===== config.mk =====
export PLATFORM = sky130hd
export DESIGN_NAME = id_hazard_ctrl
export DESIGN_NICKNAME = d
export VERILOG_FILES = /design/src/rtl/id_hazard_ctrl.sv
export SDC_FILE = /design/constraint.sdc
export NUM_CORES = 1
export LEC_CHECK = 0
export ABC_AREA = 1
export BUFFER_PORTS_ARGS = -buffer_cell sky130_fd_sc_hd__buf_2
export CAP_MARGIN = 20
export CORE_MARGIN = 1
export CORE_UTILIZATION = 50
export CTS_CLUSTER_DIAMETER = 80
export CTS_CLUSTER_SIZE = 16
export DETAILED_ROUTE_END_ITERATION = 6
export GPL_TIMING_DRIVEN = 0
export PLACE_DENSITY = 0.81
export SETUP_SLACK_MARGIN = 0.15
export SLEW_MARGIN = 20
export SYNTH_ARGS = -nofsm -noshare
export SYNTH_HDL_FRONTEND = slang
export SYNTH_SLANG_ARGS = --single-unit
export TNS_END_PERCENT = 50

===== constraint.sdc =====
create_clock -name clk -period 2.4 [get_ports clk]
set_input_delay 0.48 -clock clk [delete_from_list [all_inputs] [get_ports clk]]
set_output_delay 0.48 -clock clk [all_outputs]
set_load 0.01 [all_outputs]

===== src/rtl/id_hazard_ctrl.sv =====
// Decode-stage hazard controller: register scoreboard, RAW/WAW stall generation,
// branch-flush override and halt/drain sequencing with a saturating stall counter.
module id_hazard_ctrl #(
  parameter bit WB_BYPASS   = 1'b1,
  parameter int STALL_CNT_W = 16
) (
  input  logic                   clk,
  input  logic                   rst,
  input  logic                   id_valid,
  input  logic [4:0]             id_rs1_addr,
  input  logic [4:0]             id_rs2_addr,
  input  logic                   id_rs1_used,
  input  logic                   id_rs2_used,
  input  logic [4:0]             id_dest_addr,
  input  logic                   id_halt,
  input  logic                   ex_flush,
  input  logic                   wb_reg_write_en,
  input  logic [4:0]             wb_reg_write_addr,
  output logic                   id_issue,
  output logic                   id_stall,
  output logic                   id_bubble,
  output logic                   if_stall,
  output logic                   halted,
  output logic [1:0]             state,
  output logic [31:0]            pending,
  output logic [STALL_CNT_W-1:0] stall_count
);

  typedef enum logic [1:0] {
    S_RUN    = 2'd0,
    S_STALL  = 2'd1,
    S_DRAIN  = 2'd2,
    S_HALTED = 2'd3
  } state_t;

  state_t                 r_state;
  logic [31:0]            r_pending;
  logic [STALL_CNT_W-1:0] r_stall_cnt;
  logic                   r_halted;

  logic [31:0] w_wb_clr;
  logic [31:0] w_busy;
  logic [31:0] w_set;
  logic [31:0] w_pending_nxt;
  logic        w_hazard;
  logic        w_run;
  logic        w_issue;
  logic        w_stall;

  // Per-register writeback clear, busy (optionally bypassed by same-cycle WB) and issue set.
  always_comb begin
    w_wb_clr = '0;
    w_busy   = '0;
    w_set    = '0;
    for (int n = 1; n < 32; n++) begin
      w_wb_clr[n] = wb_reg_write_en && (wb_reg_write_addr == n[4:0]);
      w_busy[n]   = r_pending[n] && !(WB_BYPASS && w_wb_clr[n]);
      w_set[n]    = w_issue && (id_dest_addr == n[4:0]);
    end
  end

  assign w_hazard = id_valid &&
                    ((id_rs1_used && w_busy[id_rs1_addr]) ||
                     (id_rs2_used && w_busy[id_rs2_addr]) ||
                     w_busy[id_dest_addr]);

  assign w_run = (r_state == S_RUN) || (r_state == S_STALL);

  // A flush kills the ID instruction outright, so it never stalls or issues.
  always_comb begin
    w_issue = 1'b0;
    w_stall = 1'b1;
    if (w_run) begin
      w_issue = id_valid && !w_hazard && !ex_flush;
      w_stall = w_hazard && !ex_flush;
    end
  end

  // Set wins over clear when an issue and a writeback target the same register.
  assign w_pending_nxt = w_set | (r_pending & ~w_wb_clr);

  always_ff @(posedge clk or negedge rst) begin
    if (!rst) begin
      r_state  <= S_RUN;
      r_halted <= 1'b0;
    end else begin
      case (r_state)
        S_RUN, S_STALL: begin
          if (w_issue && id_halt) begin
            r_state <= S_DRAIN;
          end else if (w_stall) begin
            r_state <= S_STALL;
          end else begin
            r_state <= S_RUN;
          end
        end
        S_DRAIN: begin
          if (ex_flush) begin
            r_state <= S_RUN;
          end else if (w_pending_nxt == 32'd0) begin
            r_state  <= S_HALTED;
            r_halted <= 1'b1;
          end
        end
        default: begin
          r_state  <= S_HALTED;
          r_halted <= 1'b1;
        end
      endcase
    end
  end

  always_ff @(posedge clk or negedge rst) begin
    if (!rst) begin
      r_pending <= '0;
    end else begin
      r_pending <= w_pending_nxt;
    end
  end

  always_ff @(posedge clk or negedge rst) begin
    if (!rst) begin
      r_stall_cnt <= '0;
    end else if (w_run && w_stall && (r_stall_cnt != '1)) begin
      r_stall_cnt <= r_stall_cnt + 1'b1;
    end
  end

  assign id_issue    = w_issue;
  assign id_stall    = w_stall;
  assign id_bubble   = !w_issue;
  assign if_stall    = w_stall;
  assign halted      = r_halted;
  assign state       = r_state;
  assign pending     = r_pending;
  assign stall_count = r_stall_cnt;

endmodule


==> results of run 1 <==
[what timing repair did]
item / in CTS / in global routing
buffers inserted: 41 / 10
pin swaps: 36 / 43
endpoints found under the setup margin: 54 / 54
gates cloned: 1 / 1
gates resized for setup: 113 / 94
[sequential cells by signal (all words and copies together) (netlist names)]
name / count
pending: 31
stall_count: 16
state: 2
halted: 1
[cell type report]
cell class              instances  share of cell area, %
plain buffers                  20                   3.09
clock buffers                   5                   1.21
clock inverters                 3                  0.855
inverters                      46                   3.64
multi-input cells             463                   49.7
flip-flops and latches         50                   21.9
well taps                      99                   2.17
repair buffers                130                   17.5
[cells by family (layout without fill, tap and decap cells)]
family / count (synthesis) / count (layout) / share of synthesized area (%)
adders and majority gates: 1 / 1 / 0.338
xor gates and xnor gates: 15 / 15 / 3.55
AOI/OAI and AO/OA: 25 / 25 / 4.22
DFF: 50 / 50 / 33.8
other: 1 / 1 / 0.101
buffers and inverters: 66 / 204 / 8.00
and+or+nand+nor: 421 / 421 / 50.0
[power by group]
part	internal, mW	switching, mW
Sequential	0.969	0.177
Clock	0.318	0.307
Combinational	0.665	0.859
Total	1.95	1.34
[cells in the mapped netlist, drive strengths merged]
master / count
o22ai: 10
xor2: 9
conb: 1
a21boi: 2
o21bai: 1
and3b: 1
nor4: 1
nor2: 92
ha: 1
nand4: 3
nor3: 7
nand3b: 2
nand3: 162
clkbuf: 3
clkinv: 1
inv: 45
buf: 17
o2111ai: 1
dfrtp: 50
nand2: 152
o21ai: 7
a21oi: 4
xnor2: 6
and2: 1
[through the flow]
step | instance area (um2) | std cells | hold slack (ns) | TNS, ns | worst slack (ns)
after global placement | 4400 | 755 | 0.478 | -22.64 | -0.897
after floorplan | 3890 | 579 | 0.184 | 0 | 0.0432
after CTS | 5260 | 805 | 0.375 | -4.05 | -0.311
after global routing | 5710 | 816 | 0.231 | -12.55 | -0.662
after detailed placement | 4400 | 755 | 0.492 | -21.96 | -0.896
final | 5710 | 816 | 0.156 | -10.16 | -0.532
[worst max-delay path by stage]
stage,startpoint,end,depth (start not counted)
after CTS,wb_reg_write_addr[2],id_issue,17
final,wb_reg_write_addr[2],if_stall,17
after detailed placement,wb_reg_write_addr[2],state[0],25
after global routing,id_dest_addr[0],stall_count[14],22
after global placement,wb_reg_write_addr[2],state[0],25
after floorplan,wb_reg_write_en,state[0],22
[per-layer routing]
metal | up-vias | global-route usage, % | wire length, um
met5 | - | 0 | 0
met1 | 2251 | 49.0 | 5840
met2 | 425 | 63.9 | 7170
li1 | 2186 | - | -
met3 | 134 | 7.82 | 1510
met4 | 0 | 21.8 | 1190
[worst max-delay path, delay by kind of cell]
kind | cells | cell delay [ns]
buffers and inverters | 6 | 0.70
and+or+nand+nor | 8 | 0.94
AOI/OAI and AO/OA | 3 | 0.33
==> results.ini, run 1 <==
[run_status]
status=complete, but fails checks
failed_checks=setup timing

[setup_path]
crit_type=in2out
cp.required_ns=1.92
reg2reg_depth=21
path_common_cell=buf_6
reg2reg_to=stall_count[14]
start_kind=input pin
crit_chain=buf_6, inv_2, nor2_4, buf_12, nand3_2, nand2_2, o22ai_1, o21ai_1, and2_1, nand2_1, nand2_1, nand2_2, nor2_4, buf_6, o21ai_4, buf_6, buf_6
critPathMaxFanout=5
timing.rr.start=pending[31]
r2r_setup_slack_ns=-0.39
critical_path_arrival_ns=2.45
critPathSlowestCell=o21ai_1
slowest_delay_ns=0.18
cp-end-kind=output port

[sta]
finalHoldViolations=0
drv_slew=0
fin_skew_ns=0.00855
setup_violations=23
tightestPinTransition_ns=0.599
maxSlewHeadroom_pct=60.1
period_needed_ns=2.93
period_share_pct=122
fmax_mhz=341
worst_slack_ns=-0.532
rsz0062_at_grt=yes

[finish]
final_cell_mix=133 x nand3_1, 97 x nand2_1, 69 x buf_2
final_layout_size_suffix_gt1_share_pct=41.6
final_common_cell=nand3_1
final_nets=745
seq_area_mm2=0.00125
n_fill_cell=523
final_util_pct=79.2
multi_input_area_mm2=0.00284
area_delta_synth_final_pct=54.1
diodes=0

[placement]
hpwlAfterDp_mm=10.5
port_buffers=77
gp_congestion=1.02

[synthesis]
synth.area.top_cells=dfrtp_1 34%, nand3_1 22%, nand2_1 15%
yosysSeqAreaShare_pct=33.8
ys_ff_latch=50
ys_warn_count=0
syn_inst=579
avgSynthCellArea_um2=6.40
yosysTopAreaCellShare_pct=33.8
synthDistinctLibCells=34
synthesis.nets=608
syn_area_mm2=0.00371
yosysTopAreaCell=dfrtp_1

[route]
wl_per_cell_um=19.3
drtPass1Iterations=6
vias=4996
drtAntennaViolNets=0
initialDrtViolationCount=491
avgViaCountPerCell=6.12
post-route-drc-count=0
wirelength_mm=15.7

[floorplanning]
core_area_mm2=0.00721
fp.dieW_um=88.1
placementRows=31
die_h_um=88.1
dieArea_mm2=0.00776
io_pins=83
start_util_pct=51.4

[power_and_ir_drop]
p_leak_nw=2.79
peakVddDrop_uv=474
power_mw=3.29
cellPowerDensity_mw_per_mm2=577

[clock_tree]
insertion_delay_ns=0.32
cts_buffers=5
clk_path_buf_depth=2
cts_tree=yes
clock-sinks=50
cts.clk_slew.worst_paths_ns=0.10
h-tree-depth=2
root_buffer=clkbuf_8
cts_hold_buffers=0

[global_routing]
groute.usage.overall_pct=39.3
grt_max_degree=51
first_global_vias=4548
overflow=0
grt_pass1_wl_mm=22.8
antenna_found_initial=0

[min_path]
hp-class=in2async

[job]
maxCapViolCount=0

Note: power is estimated with default switching activity, not from simulation.
==> run 2, diff against run 1 <==
- CELL_PAD_IN_SITES_DETAIL_PLACEMENT: not set -> 0
- CELL_PAD_IN_SITES_GLOBAL_PLACEMENT: not set -> 1
- CORE_UTILIZATION: 50 -> 34
- PLACE_DENSITY: 0.81 -> 0.79
- RECOVER_POWER: not set -> 100
==> results.ini, run 2 (synthesis results as in run 1) <==
[placement]
port_buffers=77
hpwlAfterDp_mm=11.4
gp_congestion=0.951
postPlaceCellArea_mm2=0.00445
dpl_worst_slack_ns=-0.988
placed_cells=792

[finish]
final_nets=733
final_layout_size_suffix_gt1_share_pct=41.3
n_fill_cell=981
final_common_cell=nand3_1
stdcell_count=840
largest_reg_flops=31
final_cell_mix=113 x nand3_1, 92 x nand2_1, 62 x nor2_1
final_util_pct=55.3
area_delta_synth_final_pct=56.2
final_area_mm2=0.00579
diodes=0

[global_routing]
grt_pass1_wl_mm=23.1
first_global_vias=4408
grt_max_degree=51
antenna_found_initial=0
groute.usage.overall_pct=26.6
overflow=0

[run_status]
status=complete, but fails checks
failed_checks=setup timing

[clock_tree]
h-tree-depth=2
root_buffer=clkbuf_8
cts_tree=yes
insertion_delay_ns=0.30
clk_path_buf_depth=2
cts.clk_slew.worst_paths_ns=0.09
cts_hold_buffers=0
clock-sinks=50
cts_buffers=5

[route]
avgViaCountPerCell=5.54
vias=4654
drtPass1Iterations=5
wirelength_mm=15.3
post-route-drc-count=0
drtAntennaViolNets=0
wl_per_cell_um=18.2
initialDrtViolationCount=335

[job]
maxCapViolCount=0

[floorplanning]
dieArea_mm2=0.0113
start_util_pct=35.4
fp.dieW_um=106
die_h_um=106
placementRows=37
io_pins=83
core_area_mm2=0.0105

[sta]
rsz0062_at_grt=yes
setup_violations=22
period_needed_ns=2.81
period_share_pct=117
worst_slack_ns=-0.413
maxSlewHeadroom_pct=19.5
finalHoldViolations=0
fmax_mhz=355
fin_hold_ws_ns=0.381
finalSetupTns_ns=-4.57
tightestPinTransition_ns=1.21
fin_skew_ns=0.00310
drv_slew=0

[power_and_ir_drop]
p_leak_nw=2.73
power_mw=3.02
cellPowerDensity_mw_per_mm2=522
peakVddDrop_uv=309

[setup_path]
reg2reg_depth=21
crit_chain=buf_12, nand2_8, inv_8, buf_12, buf_12, nand2_4, nand3_1, nand3_1, nand3_2, nand3_2, nand2_2, nand2_1, nand3_2, nand2_2, nor2_4, buf_6, nand2_8, inv_4, buf_6
critical_path_arrival_ns=2.33
path_buf_inv=7
reg2reg_to=state[0]
start_kind=input pin
r2r_setup_slack_ns=-0.19
slowest_delay_ns=0.21
cp.required_ns=1.92
cp-end-kind=output port
critPathSlowestCell=nor2_4
crit_family=simple AND/OR/NAND/NOR gates
timing.rr.start=pending[31]
critPathMaxFanout=6
crit_type=in2out

[min_path]
worstHoldStart=id_halt
holdPathStages=3
min_to=state[1]
hp-class=in2reg

## run 2: cell count changes in the layout (fill, tap and decap cells not counted), sizes merged
cell	delta
buf	-31
inv	-2
clkinv	+1
clkinvlp	+1
bufinv	-1
clkbuf	+19
## run 2: how the worst max path moves through the flow
stage	startpoint	end	slack, ns	depth (start not counted)
after floorplan	wb_reg_write_en	state[0]	0.04	22
after global placement	wb_reg_write_addr[2]	state[0]	-0.95	22
after detailed placement	wb_reg_write_addr[2]	state[0]	-0.99	22
after CTS	wb_reg_write_addr[4]	id_issue	-0.33	17
after global routing	wb_reg_write_en	id_issue	-0.51	19
final	wb_reg_write_en	id_issue	-0.41	19
## run 2: layout make-up
class	count	area (um2)	share of cell area [%]
Multi-Input combinational cell	463	3020	52.1
Clock buffer	5	68.8	1.19
Timing Repair Buffer	118	871	15.0
Tap cell	136	170	2.94
Inverter	46	215	3.72
Clock inverter	2	15.0	0.259
Sequential cell	50	1250	21.6
Buffer	20	181	3.13
## run 2: tightest hold or removal path, delay by kind of cell
family / cells / cell delay, ns
AND/OR/NAND/NOR: 2 / 0.09
buffers and inverters: 1 / 0.08
## run 2: power by group
group | internal (mW) | switching (mW) | total [mW]
clock | 0.199 | 0.274 | 0.474
combinational | 0.584 | 0.823 | 1.41
sequential | 0.969 | 0.172 | 1.14
total | 1.75 | 1.27 | 3.02
## run 2: layer usage
| metal | track usage [%] | part of all wire [%] |
|---|---|---|
| met1 | 33.6 | 40 |
| met2 | 44.6 | 49 |
| met3 | 3.07 | 6.3 |
| met4 | 13.7 | 5.0 |
| met5 | 0 | 0 |
## run 2: repair_timing
item | in CTS | in global routing
setup buffers | 26 | 14
endpoints found under the setup margin | 54 | 37
cloned | 1 | 0
pin swaps | 34 | 37
resized for setup | 143 | 93
==> run 3, diff against run 2 <==
- ABC_AREA: 1 -> not set
- CORE_UTILIZATION: 34 -> 41
- PLACE_DENSITY: 0.79 -> 0.83
- clock period: 2.4 -> 2.8 ns (I/O delays scaled with it)
==> results.ini, run 3 <==
[run_status]
status=complete, but fails checks
failed_checks=DRC, setup timing

[sta]
rsz0062_at_grt=yes
fin_skew_ns=0.0153
fin_hold_ws_ns=0.464
worst_slack_ns=-1.12
tightestPinTransition_ns=1.45
fmax_mhz=255
period_needed_ns=3.92
drv_slew=0
period_share_pct=140
setup_violations=53
finalHoldViolations=0
maxSlewHeadroom_pct=3.49

[synthesis]
synthesis.nets=456
synth_async_sr_flop_share_pct=100
syn_inst=427
syn_area_mm2=0.00379
yosysTopAreaCell=dfrtp_1
synthDistinctLibCells=72
yosysTopAreaCellShare_pct=33.0
ys_ff_latch=50
ys_warn_count=0
synth.area.top_cells=dfrtp_1 33%, o31ai_2 5.6%, nand2_1 4.0%
synthTopCellsByCount=50 x dfrtp_1, 40 x nand2_1, 24 x o21ai_0
synth_flop_cell=dfrtp_1
yosysSeqAreaShare_pct=33.0
post-synth-top-count-cell=dfrtp_1
avgSynthCellArea_um2=8.88
synth-edff-count=0

[route]
drtPass1Iterations=7
vias=4567
drtAntennaViolNets=0
wl_per_cell_um=23.5
initialDrtViolationCount=458
wirelength_mm=16.2
post-route-drc-count=4
avgViaCountPerCell=6.62

[global_routing]
first_global_vias=4177
antenna_found_initial=0
overflow=0
groute.usage.overall_pct=31.8
grt_max_degree=27
grt_pass1_wl_mm=23.5

[power_and_ir_drop]
p_leak_nw=2.31
peakVddDrop_uv=246
power_mw=2.62
cellPowerDensity_mw_per_mm2=446

[setup_path]
critPathMaxFanout=5
reg2reg_depth=18
crit_chain=buf_8, buf_4, buf_2, nand4_1, buf_4, o21ai_4, nor2_1, a2111oi_4, a41oi_2, a311oi_2, nand2_1, or4_4, buf_6, buf_8, inv_2, buf_6
start_kind=input pin
r2r_setup_slack_ns=-0.74
cp-end-kind=output port
worstSetupPathDepth=16
reg2reg_to=stall_count[3]
critical_path_arrival_ns=3.36
crit_path_start=wb_reg_write_addr[3]
crit_family=compound AO/OA/AOI/OAI gates
cp-endpoint=id_issue
slowest_delay_ns=0.43
critPathSlowestCell=or4_4
timing.rr.start=pending[27]
crit_type=in2out
path_buf_inv=8
cp.required_ns=2.24

[finish]
final_cell_mix=60 x clkbuf_1, 50 x dfrtp_1, 45 x buf_4
final_common_cell=clkbuf_1
area_delta_synth_final_pct=54.8
n_fill_cell=684
largest_reg_flops=31
final_nets=610
final_layout_size_suffix_gt1_share_pct=38.8
diodes=0
final_util_pct=66.3

[clock_tree]
root_buffer=clkbuf_8
insertion_delay_ns=0.33
cts_tree=yes
clock-sinks=50
cts.clk_slew.worst_paths_ns=0.11
clk_path_buf_depth=2
h-tree-depth=2
cts_buffers=5

[placement]
gp_congestion=0.973
port_buffers=76
dpl_worst_slack_ns=-1.81
hpwlAfterDp_mm=10.5

[floorplanning]
placementRows=34
io_pins=83
start_util_pct=42.8
core_area_mm2=0.00885
fp.dieW_um=98.2
die_h_um=98.2
dieArea_mm2=0.00964

[job]
maxCapViolCount=0

[min_path]
hp-class=in2reg

-- run 3: layout make-up --
| cell class | count | area [um2] | share of cell area, % |
|---|---|---|---|
| Multi-Input combinational cell | 336 | 3000 | 51.2 |
| Sequential cell | 50 | 1250 | 21.3 |
| Timing Repair Buffer | 147 | 1090 | 18.6 |
| Buffer | 29 | 244 | 4.16 |
| Tap cell | 108 | 135 | 2.30 |
| Clock buffer | 5 | 68.8 | 1.17 |
| Inverter | 12 | 45.0 | 0.768 |
| Clock inverter | 3 | 26.3 | 0.448 |
-- run 3: how the worst min path moves through the flow --
| stage | startpoint | to | slack (ns) | cells after the start |
|---|---|---|---|---|
| floorplan | rst | halted | 0.26 | 0 |
| global placement | halted | halted | 0.46 | 1 |
| detailed placement | halted | halted | 0.48 | 1 |
| CTS | rst | stall_count[5] | 0.26 | 1 |
| global route | id_halt | state[1] | 0.46 | 3 |
| finish | id_halt | state[1] | 0.46 | 3 |
-- run 3: tightest hold or removal path, stage by stage --
cell	delay (ns)
buf_2	0.10
inv_1	0.05
o21ai_1	0.06
-- run 3: power breakdown --
group	switching, mW	internal (mW)
logic	0.654	0.512
clock network	0.285	0.185
registers	0.157	0.826
total	1.10	1.52
-- run 3: cells by family after synthesis --
group	synth area share [%]
AO/OA/AOI/OAI	27.4
multiplexers	5.94
flip-flops	33.0
adder cells (fa/ha/maj)	0.330
XOR/XNOR	3.93
other	0.0989
buffers and inverters	5.05
AND/OR/NAND/NOR	24.3
-- run 3: repair_timing --
action                                  CTS  global route
setup buffers                            37            26
endpoints found under the hold margin     0             0
gates cloned                              6             1
hold buffers                              0             0
gates resized for setup                 119            74
endpoints found under the setup margin   54            53
pin swaps                                31            29
-- run 3: stage by stage --
stage                     instance area (um2)  setup TNS, ns  cells
after global placement                   4340         -69.19    611
after global routing                     5870         -48.00    690
after floorplan                          3820         -19.36    427
after CTS                                5320         -37.60    663
after detailed placement                 4360         -71.26    612
final                                    5870         -42.77    690
-- run 3: layer usage --
metal | GRT usage, % | vias to the layer above | wire, um
li1 | - | 1965 | -
met3 | 5.44 | 72 | 1540
met4 | 11.3 | 0 | 702
met1 | 44.6 | 2205 | 6630
met5 | 0 | - | 0
met2 | 49.5 | 325 | 7330
